===== src/rtl/puf_pkg.sv =====
// Shared RO-PUF definitions used by the signature verifier, the PUF controller
// and the enrollment RAM wrapper: default geometry, verdict threshold and the
// verifier state encoding.
package puf_pkg;

  localparam int RO_NO     = 256;  // challenges / signature bits per authentication
  localparam int WORD_W    = 8;    // signature RAM word width
  localparam int ADDR_W    = 5;    // clog2(RO_NO/WORD_W)
  localparam int HD_W      = 9;    // clog2(RO_NO+1)
  localparam int HD_THRESH = 25;   // largest Hamming distance that still passes

  typedef enum logic [2:0] {
    IDLE    = 3'd0,
    FETCH   = 3'd1,
    LOAD    = 3'd2,
    COMPARE = 3'd3,
    DONE    = 3'd4
  } state_e;

endpackage


===== src/rtl/puf_hd_accum.sv =====
// Hamming-distance datapath: WORD_W-bit shift buffer, XOR against the response
// bit, hd counter and global bit index. Single-cycle update per control strobe.
// Ports: clk_i/rst_i; clear_i zeroes everything, load_i captures load_dat_i,
// shift_i consumes buf[0] against resp_bit_i; hd_o/hd_nxt_o/bit_idx_o report state.
module puf_hd_accum
  import puf_pkg::*;
#(
  parameter int RO_NO  = puf_pkg::RO_NO,
  parameter int WORD_W = puf_pkg::WORD_W,
  parameter int HD_W   = puf_pkg::HD_W,
  parameter int BIT_W  = $clog2(RO_NO)
) (
  input  logic              clk_i,
  input  logic              rst_i,
  input  logic              clear_i,
  input  logic              load_i,
  input  logic [WORD_W-1:0] load_dat_i,
  input  logic              shift_i,
  input  logic              resp_bit_i,
  output logic [HD_W-1:0]   hd_o,
  output logic [HD_W-1:0]   hd_nxt_o,
  output logic [BIT_W-1:0]  bit_idx_o
);

  logic [WORD_W-1:0] buf_q, buf_d;
  logic [HD_W-1:0]   hd_q, hd_d;
  logic [BIT_W-1:0]  bit_idx_q, bit_idx_d;
  logic              mis;

  always_comb begin
    buf_d     = buf_q;
    hd_d      = hd_q;
    bit_idx_d = bit_idx_q;
    mis       = resp_bit_i ^ buf_q[0];
    if (clear_i) begin
      buf_d     = '0;
      hd_d      = '0;
      bit_idx_d = '0;
    end else if (load_i) begin
      buf_d = load_dat_i;
    end else if (shift_i) begin
      // LSB is the next signature bit; hd cannot exceed RO_NO so no saturation.
      buf_d     = {1'b0, buf_q[WORD_W-1:1]};
      hd_d      = hd_q + HD_W'(mis);
      bit_idx_d = bit_idx_q + 1'b1;
    end
  end

  always_ff @(posedge clk_i) begin
    if (rst_i) begin
      buf_q     <= '0;
      hd_q      <= '0;
      bit_idx_q <= '0;
    end else begin
      buf_q     <= buf_d;
      hd_q      <= hd_d;
      bit_idx_q <= bit_idx_d;
    end
  end

  assign hd_o      = hd_q;
  assign hd_nxt_o  = hd_d;
  assign bit_idx_o = bit_idx_q;

endmodule


===== src/rtl/puf_sig_verifier.sv =====
// Reads the enrolled PUF signature word by word and compares it LSB-first with
// the regenerated response stream; verdict pass = hd <= HD_THRESH. Latency with
// continuous resp_valid: RO_NO + 2*(RO_NO/WORD_W) + 1 cycles from start-accept to done.
// Backpressure: resp_ready only in COMPARE; resp_valid low stalls indefinitely.
// Ports: clk/rst; start; resp_bit/resp_valid/resp_ready stream; ram_rden/ram_rdaddr/
// ram_rddata (1-cycle read latency); busy/done/pass/hd status and verdict.
module puf_sig_verifier
  import puf_pkg::*;
#(
  parameter int RO_NO     = puf_pkg::RO_NO,
  parameter int WORD_W    = puf_pkg::WORD_W,
  parameter int ADDR_W    = puf_pkg::ADDR_W,
  parameter int HD_W      = puf_pkg::HD_W,
  parameter int HD_THRESH = puf_pkg::HD_THRESH
) (
  input  logic              clk,
  input  logic              rst,
  input  logic              start,
  input  logic              resp_bit,
  input  logic              resp_valid,
  output logic              resp_ready,
  output logic              ram_rden,
  output logic [ADDR_W-1:0] ram_rdaddr,
  input  logic [WORD_W-1:0] ram_rddata,
  output logic              busy,
  output logic              done,
  output logic              pass,
  output logic [HD_W-1:0]   hd
);

  localparam int BIT_W = $clog2(RO_NO);
  localparam int WB    = $clog2(WORD_W);

  state_e            state_q, state_d;
  logic [ADDR_W-1:0] word_addr_q, word_addr_d;
  logic              pass_q, pass_d;

  logic              acc_clear, acc_load, acc_shift;
  logic [HD_W-1:0]   hd_cur, hd_nxt;
  logic [BIT_W-1:0]  bit_idx;
  logic              last_in_word, last_bit;

  puf_hd_accum #(
    .RO_NO  (RO_NO),
    .WORD_W (WORD_W),
    .HD_W   (HD_W),
    .BIT_W  (BIT_W)
  ) u_accum (
    .clk_i      (clk),
    .rst_i      (rst),
    .clear_i    (acc_clear),
    .load_i     (acc_load),
    .load_dat_i (ram_rddata),
    .shift_i    (acc_shift),
    .resp_bit_i (resp_bit),
    .hd_o       (hd_cur),
    .hd_nxt_o   (hd_nxt),
    .bit_idx_o  (bit_idx)
  );

  assign last_in_word = (bit_idx[WB-1:0] == WB'(WORD_W - 1));
  assign last_bit     = (bit_idx == BIT_W'(RO_NO - 1));

  always_comb begin
    state_d     = state_q;
    word_addr_d = word_addr_q;
    pass_d      = pass_q;
    acc_clear   = 1'b0;
    acc_load    = 1'b0;
    acc_shift   = 1'b0;
    resp_ready  = 1'b0;
    ram_rden    = 1'b0;
    busy        = 1'b0;
    done        = 1'b0;
    case (state_q)
      IDLE: begin
        if (start) begin
          state_d     = FETCH;
          word_addr_d = '0;
          pass_d      = 1'b0;
          acc_clear   = 1'b1;
        end
      end
      FETCH: begin
        busy     = 1'b1;
        ram_rden = 1'b1;
        state_d  = LOAD;
      end
      LOAD: begin
        // RAM data for the FETCH address is valid in this cycle.
        busy     = 1'b1;
        acc_load = 1'b1;
        state_d  = COMPARE;
      end
      COMPARE: begin
        busy       = 1'b1;
        resp_ready = 1'b1;
        if (resp_valid) begin
          acc_shift = 1'b1;
          if (last_bit) begin
            // Register the verdict with the final bit so it is valid alongside done.
            state_d = DONE;
            pass_d  = (hd_nxt <= HD_W'(HD_THRESH));
          end else if (last_in_word) begin
            word_addr_d = word_addr_q + 1'b1;
            state_d     = FETCH;
          end
        end
      end
      DONE: begin
        done    = 1'b1;
        state_d = IDLE;
      end
      default: state_d = IDLE;
    endcase
  end

  always_ff @(posedge clk) begin
    if (rst) begin
      state_q     <= IDLE;
      word_addr_q <= '0;
      pass_q      <= 1'b0;
    end else begin
      state_q     <= state_d;
      word_addr_q <= word_addr_d;
      pass_q      <= pass_d;
    end
  end

  assign ram_rdaddr = word_addr_q;
  assign pass       = pass_q;
  assign hd         = hd_cur;

endmodule


===== config.mk =====
export PLATFORM = sky130hd
export DESIGN_NAME = puf_sig_verifier
export DESIGN_NICKNAME = d
export VERILOG_FILES = /design/src/rtl/puf_pkg.sv /design/src/rtl/puf_hd_accum.sv /design/src/rtl/puf_sig_verifier.sv
export SDC_FILE = /design/constraint.sdc
export NUM_CORES = 1
export LEC_CHECK = 0
export BUFFER_PORTS_ARGS = -buffer_cell sky130_fd_sc_hd__buf_2
export CORE_ASPECT_RATIO = 1.25
export CORE_MARGIN = 3
export CORE_UTILIZATION = 54
export DETAILED_ROUTE_END_ITERATION = 16
export PLACE_DENSITY_LB_ADDON = 0.1
export SETUP_SLACK_MARGIN = 0.5
export SLEW_MARGIN = 20
export SYNTH_ARGS = -nofsm -noshare
export SYNTH_HDL_FRONTEND = slang
export SYNTH_HIERARCHICAL = 1
export SYNTH_SLANG_ARGS = --single-unit

===== constraint.sdc =====
create_clock -name clk -period 4.14 [get_ports clk]
set_input_delay 1.035 -clock clk [delete_from_list [all_inputs] [get_ports clk]]
set_output_delay 1.035 -clock clk [all_outputs]
set_load 0.02 [all_outputs]

==> results of run 1 <==
-- flip-flops by register name (all words and copies together), names as in the netlist --
| register | flops |
|---|---|
| pass | 1 |
| ram_rdaddr | 5 |
| state_q | 3 |
| u_accum/bit_idx_o | 8 |
| u_accum/buf_q | 8 |
| u_accum/hd_o | 9 |
-- area by class of cell --
class | instances | area [µm²] | area share [%]
inverter | 2 | 7.51 | 0.372
clock buffer | 7 | 45.0 | 2.23
timing repair buffer | 34 | 178 | 8.80
tap | 36 | 45.0 | 2.23
sequential | 34 | 681 | 33.7
multi-input combinational | 157 | 1060 | 52.7
-- per-stage QoR --
stage                     worst slack [ns]  hold slack, ns  cells
after floorplan                       1.35           0.461    201
after global placement                1.21           0.457    263
after detailed placement              1.09           0.470    263
after CTS                             1.35           0.485    270
after global routing                  1.13           0.523    270
final                                 1.38           0.483    270
-- final timing paths --
check / startpoint / end / slack [ns] / cells after the start
setup / recovery: state_q[0]$_SDFFE_PP0P_ / pass$_SDFFE_PP0P_ / 1.38 / 10
hold / removal: ram_rdaddr[4]$_SDFFE_PP0P_ / ram_rdaddr[4]$_SDFFE_PP0P_ / 0.48 / 1
setup reg to reg: state_q[0]$_SDFFE_PP0P_ / pass$_SDFFE_PP0P_ / 1.38 / 10
hold reg to reg: ram_rdaddr[4]$_SDFFE_PP0P_ / ram_rdaddr[4]$_SDFFE_PP0P_ / 0.48 / 1
-- power by group through the flow --
stage / Clock, W / Sequential, W / Combinational (W)
floorplan: 0 / 0.000343 / 0.0000423
global placement: 0 / 0.000344 / 0.0000561
detailed placement: 0 / 0.000344 / 0.0000581
CTS: 0.000176 / 0.000337 / 0.0000585
global route: 0.000194 / 0.000338 / 0.0000646
finish: 0.000169 / 0.000337 / 0.0000581
-- routing by layer --
layer	routed length (µm)	up-vias	part of all wire, %	GRT usage [%]
li1	-	809	-	-
met5	0	-	0	0
met2	1880	40	51	35.4
met4	51	0	1.4	6.44
met1	1550	737	42	21.3
met3	196	6	5.3	6.47
-- cell usage in the layout, fill, tap and decap left out, types with 3 or more instances in the layout --
cell type,count
a31oi_1,3
xor2_1,4
nor3_1,5
buf_2,31
nand4_1,5
nand3_1,7
or3_1,9
o21ai_0,6
a21oi_1,15
mux2_2,10
ha_1,4
nor2_1,23
buf_4,3
mux2i_1,14
o31ai_1,5
clkbuf_4,5
nand2_1,14
dfxtp_1,34
or4_1,5
==> metrics.md, run 1 <==
| Metric | Value |
|---|---|
| Final Cycle Share | `between 60% and 70%` |
| Core Region | `~0.003 mm²` |
| CP top delay family | `simple AND/OR/NAND/NOR gates` |
| Chip width | `roughly 58 µm` |
| Total Power | `~0.00056 W` |
| Crit path max-delay cell type | `dfxtp_1` |
| Final-stage net count | `~250` |
| Rel. slew slack | `72.8%` |
| Clock power share | `a little under a third` |
| DR vias | `approximately 1,600` |
| Largest net degree at the start of global routing | `22` |
| Post-Syn Instances | `201` |
| Internal power | `0.000421 W` |
| CP max FO | `16` |
| Combinational power share | `about a tenth` |
| Power density cells | `roughly 280 mW/mm²` |
| Pleak | `0.839 nW` |
| Reg power frac | `between 50 and 60%` |
| Layout Utilization | `66.1%` |
| Post-DP HPWL | `~2.7 mm` |
| Initial drt markers | `56` |
| Area grow syn2layout | `12.6%` |
| Die height | `between 70 and 80 µm` |
| Worst Path Buf+Inv | `2` |
| Arrival @ worst endpoint | `3.03 ns` |
| Gr ovfl total | `0` |
| Clock Latency Late Sink | `between 0.3 and 0.4 ns` |
| # rows | `22` |
| Worst Path Required | `approximately 4.4 ns` |
| Starting density of the core | `roughly three fifths` |
| Total global-route track usage | `19.8%` |
| Worst Skew | `about 0.0093 ns` |
| Max Cap Viol | `0` |
| Final hold viol count | `0` |
| HP Class | `register to register` |
| First-pass GRT wire length | `between 6 and 7 mm` |
| DIE AREA | `just over 0.004 mm²` |
| Max VDD drop | `0.242 mV` |
| FMAX | `around 360 MHz` |
| CTS root buf | `clkbuf_4` |
| Critical Path Most Common Cell | `buf_4` |
| Avg Vias per Cell | `between 5 and 6` |
| Avg Inst Size Synth | `8.93 µm²` |
| Antenna violations before repair | `0` |
| CTS Buf Count | `5` |
| RSZ-0062 raised after global routing | `false` |
| CTS tree | `built` |
| Clock buffer depth | `2` |
| Final GP Congestion | `a little under 0.9` |
| Syn_nets | `~220` |
| Setup repair bufs after CTS | `0` |
| Status | `complete, no violations` |
| Area after detailed placement | `~0.0020 mm²` |
| Post_cts resized | `0` |
| Hold_buf cts | `0` |
| Crit. End Element | `register` |
| Setup Crit Path Kind | `register to register` |
| Crit path launch type | `register` |
| Minimum clock period | `~2.8 ns` |
| Final number of setup-violating endpoints | `0` |
| IO buf count | `31` |
| Actual slew at the worst max-slew pin | `between 0.4 and 0.5 ns` |
| Clock slew at reported path FFs | `roughly 0.1 ns` |
| # fillers | `approximately 270` |
| Htree depth | `2` |
| Drt total wl | `around 3.7 mm` |
| Routed Antenna Nets | `0` |
| Post-route design area | `0.00202 mm²` |
| Number of I/O pins | `32` |
| Cell chain of the critical path | `and3b_1 -> and2_1 -> buf_4 -> nand2b_1 -> buf_4 -> nor3_1 -> mux2_2 -> nor4_1 -> nand3_1 -> o21ai_0` |
| Switch Pwr | `about 0.00014 W` |
| CTS sink cnt | `34` |
| First-pass detailed-route iteration total | `4` |
| Pins Over Slew Limit | `0` |
| Crit-path max cell delay | `0.50 ns` |
| Fraction of final layout cells sized beyond drive strength 1 | `between 20% and 30%` |
| Total negative slack | `0 ns` |
| Routed WL per cell | `13.6 µm` |
| Yosys Warn Count | `6` |
| Diodes inserted | `0` |
| Sw Ratio | `25.4%` |
| Vias in the first global route | `1,512` |
| Detailed-route DRC error count | `0` |
| Area of the mapped netlist | `around 0.0018 mm²` |
(Power assumes the default switching activity.)
==> run 2, diff against run 1 <==
==> constraint.sdc (replaced) <==
create_clock -name clk -period 2.87 [get_ports clk]
set_input_delay 0.7175 -clock clk [delete_from_list [all_inputs] [get_ports clk]]
set_output_delay 0.7175 -clock clk [all_outputs]
set_load 0.02 [all_outputs]
==> run 2 against run 1 <==
Effect of this change:
- non-clock buffer count up 3
- critical path depth down 1
- clock power up 66%
- via count up 2.9%
- die area unchanged
- critical endpoint unchanged
==> metrics.md, run 2 (same netlist as run 1, synthesis figures left out) <==
| Metric | Value |
|---|---|
| Minimum clock period | `2.19 ns` |
| Routed WL per cell | `around 14 µm` |
| Total global-route track usage | `approximately 20%` |
| Register area | `687 µm²` |
| Actual slew at the worst max-slew pin | `just under 0.4 ns` |
| HP Class | `register to register` |
| Number of I/O pins | `32` |
| Number of flip-flops in the largest register | `9` |
| Final Cycle Share | `76.2%` |
| Drt total wl | `approximately 3.8 mm` |
| Pins Over Slew Limit | `0` |
| DIE AREA | `between 0.004 and 0.005 mm²` |
| Total negative slack | `0 ns` |
| FMAX | `roughly 460 MHz` |
| Chip width | `57.6 µm` |
| Clock buffer depth | `2` |
| Crit path launch type | `register` |
| Die height | `70.4 µm` |
| Clock slew at reported path FFs | `approximately 0.10 ns` |
| Power density cells | `about 410 mW/mm²` |
| DR vias | `1,638` |
| Status | `complete, no violations` |
| IO buf count | `31` |
| Crit. End Element | `register` |
| Setup slack, reg-to-reg | `0.68 ns` |
| Dpl cells | `roughly 260` |
| Worst path depth | `9` |
| Pleak | `a little under 0.9 nW` |
| Cell chain of the critical path | `and3b_2 -> and2_2 -> nand2b_1 -> buf_4 -> or4_1 -> a21oi_1 -> nor4_1 -> nand3_1 -> o21ai_0` |
| CP max FO | `15` |
| Avg Vias per Cell | `approximately 6.0` |
| CTS Buf Count | `5` |
| Multi-input combinational cell area | `approximately 0.0011 mm²` |
| Initial drt markers | `72` |
| # rows | `22` |
| Reg2Reg Depth | `9` |
| Crit-path max cell delay | `0.51 ns` |
| Arrival @ worst endpoint | `2.42 ns` |
| Max VDD drop | `between 0.3 and 0.4 mV` |
| CTS root buf | `clkbuf_4` |
| Diodes inserted | `0` |
| Worst Path Buf+Inv | `1` |
| Fraction of final layout cells sized beyond drive strength 1 | `around 29%` |
| Max Cap Viol | `0` |
| Starting density of the core | `58.7%` |
| Final hold viol count | `0` |
| First-pass detailed-route iteration total | `4` |
| # fillers | `~280` |
| Rel. slew slack | `73.7%` |
| Area grow syn2layout | `16.0%` |
| Largest net degree at the start of global routing | `22` |
| CTS sink cnt | `34` |
| RR Startpoint | `state_q[2]$_SDFFE_PP0P_` |
| Final-stage net count | `254` |
| Clock Latency Late Sink | `about 0.34 ns` |
| Post-route insts no fill | `~270` |
| Detailed-route DRC error count | `0` |
| Final number of setup-violating endpoints | `0` |
| CP top delay family | `simple AND/OR/NAND/NOR gates` |
| Post-DP HPWL | `between 2 and 3 mm` |
| Crit path max-delay cell type | `or4_1` |
| First-pass GRT wire length | `between 6 and 7 mm` |
| Gr ovfl total | `0` |
| Worst Skew | `roughly 0.006 ns` |
| Vias in the first global route | `1,608` |
| RR Endpoint | `pass$_SDFFE_PP0P_` |
| Final GP Congestion | `0.809` |
| Setup crit end | `pass$_SDFFE_PP0P_` |
| Htree depth | `2` |
| Routed Antenna Nets | `0` |
| CTS tree | `built` |
| Worst Path Required | `3.10 ns` |
| RSZ-0062 raised after global routing | `false` |
| Crit. Startpoint | `state_q[2]$_SDFFE_PP0P_` |
| Most frequent cells in the layout | `buf_2 (31), dfxtp_1 (31), nor2_1 (23), a21oi_1 (15)` |
| Core Region | `0.00306 mm²` |
| Setup Crit Path Kind | `register to register` |
| Antenna violations before repair | `0` |
run 2: stage by stage:
| step | hold WS, ns | power, W | util, % | setup WS [ns] | instance area [µm²] |
|---|---|---|---|---|---|
| after CTS | 0.486 | 0.000857 | 66.8 | 0.521 | 2040 |
| final | 0.496 | 0.000853 | 68.1 | 0.683 | 2080 |
| after global routing | 0.489 | 0.000892 | 68.1 | 0.496 | 2080 |
| after global placement | 0.458 | 0.000578 | 64.6 | 0.319 | 1970 |
| after detailed placement | 0.467 | 0.000581 | 64.6 | 0.247 | 1970 |
| after floorplan | 0.461 | 0.000557 | - | 0.507 | 1800 |
run 2: repair_timing:
item,in CTS,in global routing
buffers inserted,0,3
hold endpoints to repair,0,0
gates cloned,0,0
endpoints found under the setup margin,1,1
hold buffers,0,0
resized for setup,2,7
run 2: final cells by class:
type	count	share of cell area, %
clock buffers	7	2.64
clock inverters	1	0.240
inverters	2	0.361
multi-input cells	157	52.0
flip-flops and latches	34	33.0
well taps	36	2.16
repair buffers	37	9.62
run 2: report_power, final:
part | leakage, nW | switching (W) | internal, W | total [W]
Sequential | 0.276 | 0.00000713 | 0.000479 | 0.000486
Clock | 0.0353 | 0.000162 | 0.000119 | 0.000280
Combinational | 0.570 | 0.0000482 | 0.0000386 | 0.0000868
run 2: worst reg2reg max path, cell delays in order, from the launching register on:
cell      delay (ns)
dfxtp_2         0.38
and3b_2         0.29
and2_2          0.21
nand2b_1        0.12
buf_4           0.21
or4_1           0.51
a21oi_1         0.16
nor4_1          0.06
nand3_1         0.08
o21ai_0         0.06
run 2: routing by layer:
metal  global-route usage [%]  routed length [µm]
met5                        0                   0
met4                     8.25                  88
met3                     5.55                 141
met2                     36.8                2030
met1                     20.7                1540
run 2: worst min-delay path by stage:
stage	startpoint	endpoint	depth (start not counted)
4_1_cts	ram_rdaddr[4]$_SDFFE_PP0P_	ram_rdaddr[4]$_SDFFE_PP0P_	1
3_3_place_gp	ram_rdaddr[4]$_SDFFE_PP0P_	ram_rdaddr[4]$_SDFFE_PP0P_	1
6_report	ram_rdaddr[4]$_SDFFE_PP0P_	ram_rdaddr[4]$_SDFFE_PP0P_	1
5_1_grt	ram_rdaddr[4]$_SDFFE_PP0P_	ram_rdaddr[4]$_SDFFE_PP0P_	1
2_1_floorplan	u_accum/bit_idx_o[7]$_SDFFE_PP0P_	u_accum/bit_idx_o[7]$_SDFFE_PP0P_	2
3_5_place_dp	ram_rdaddr[4]$_SDFFE_PP0P_	ram_rdaddr[4]$_SDFFE_PP0P_	1
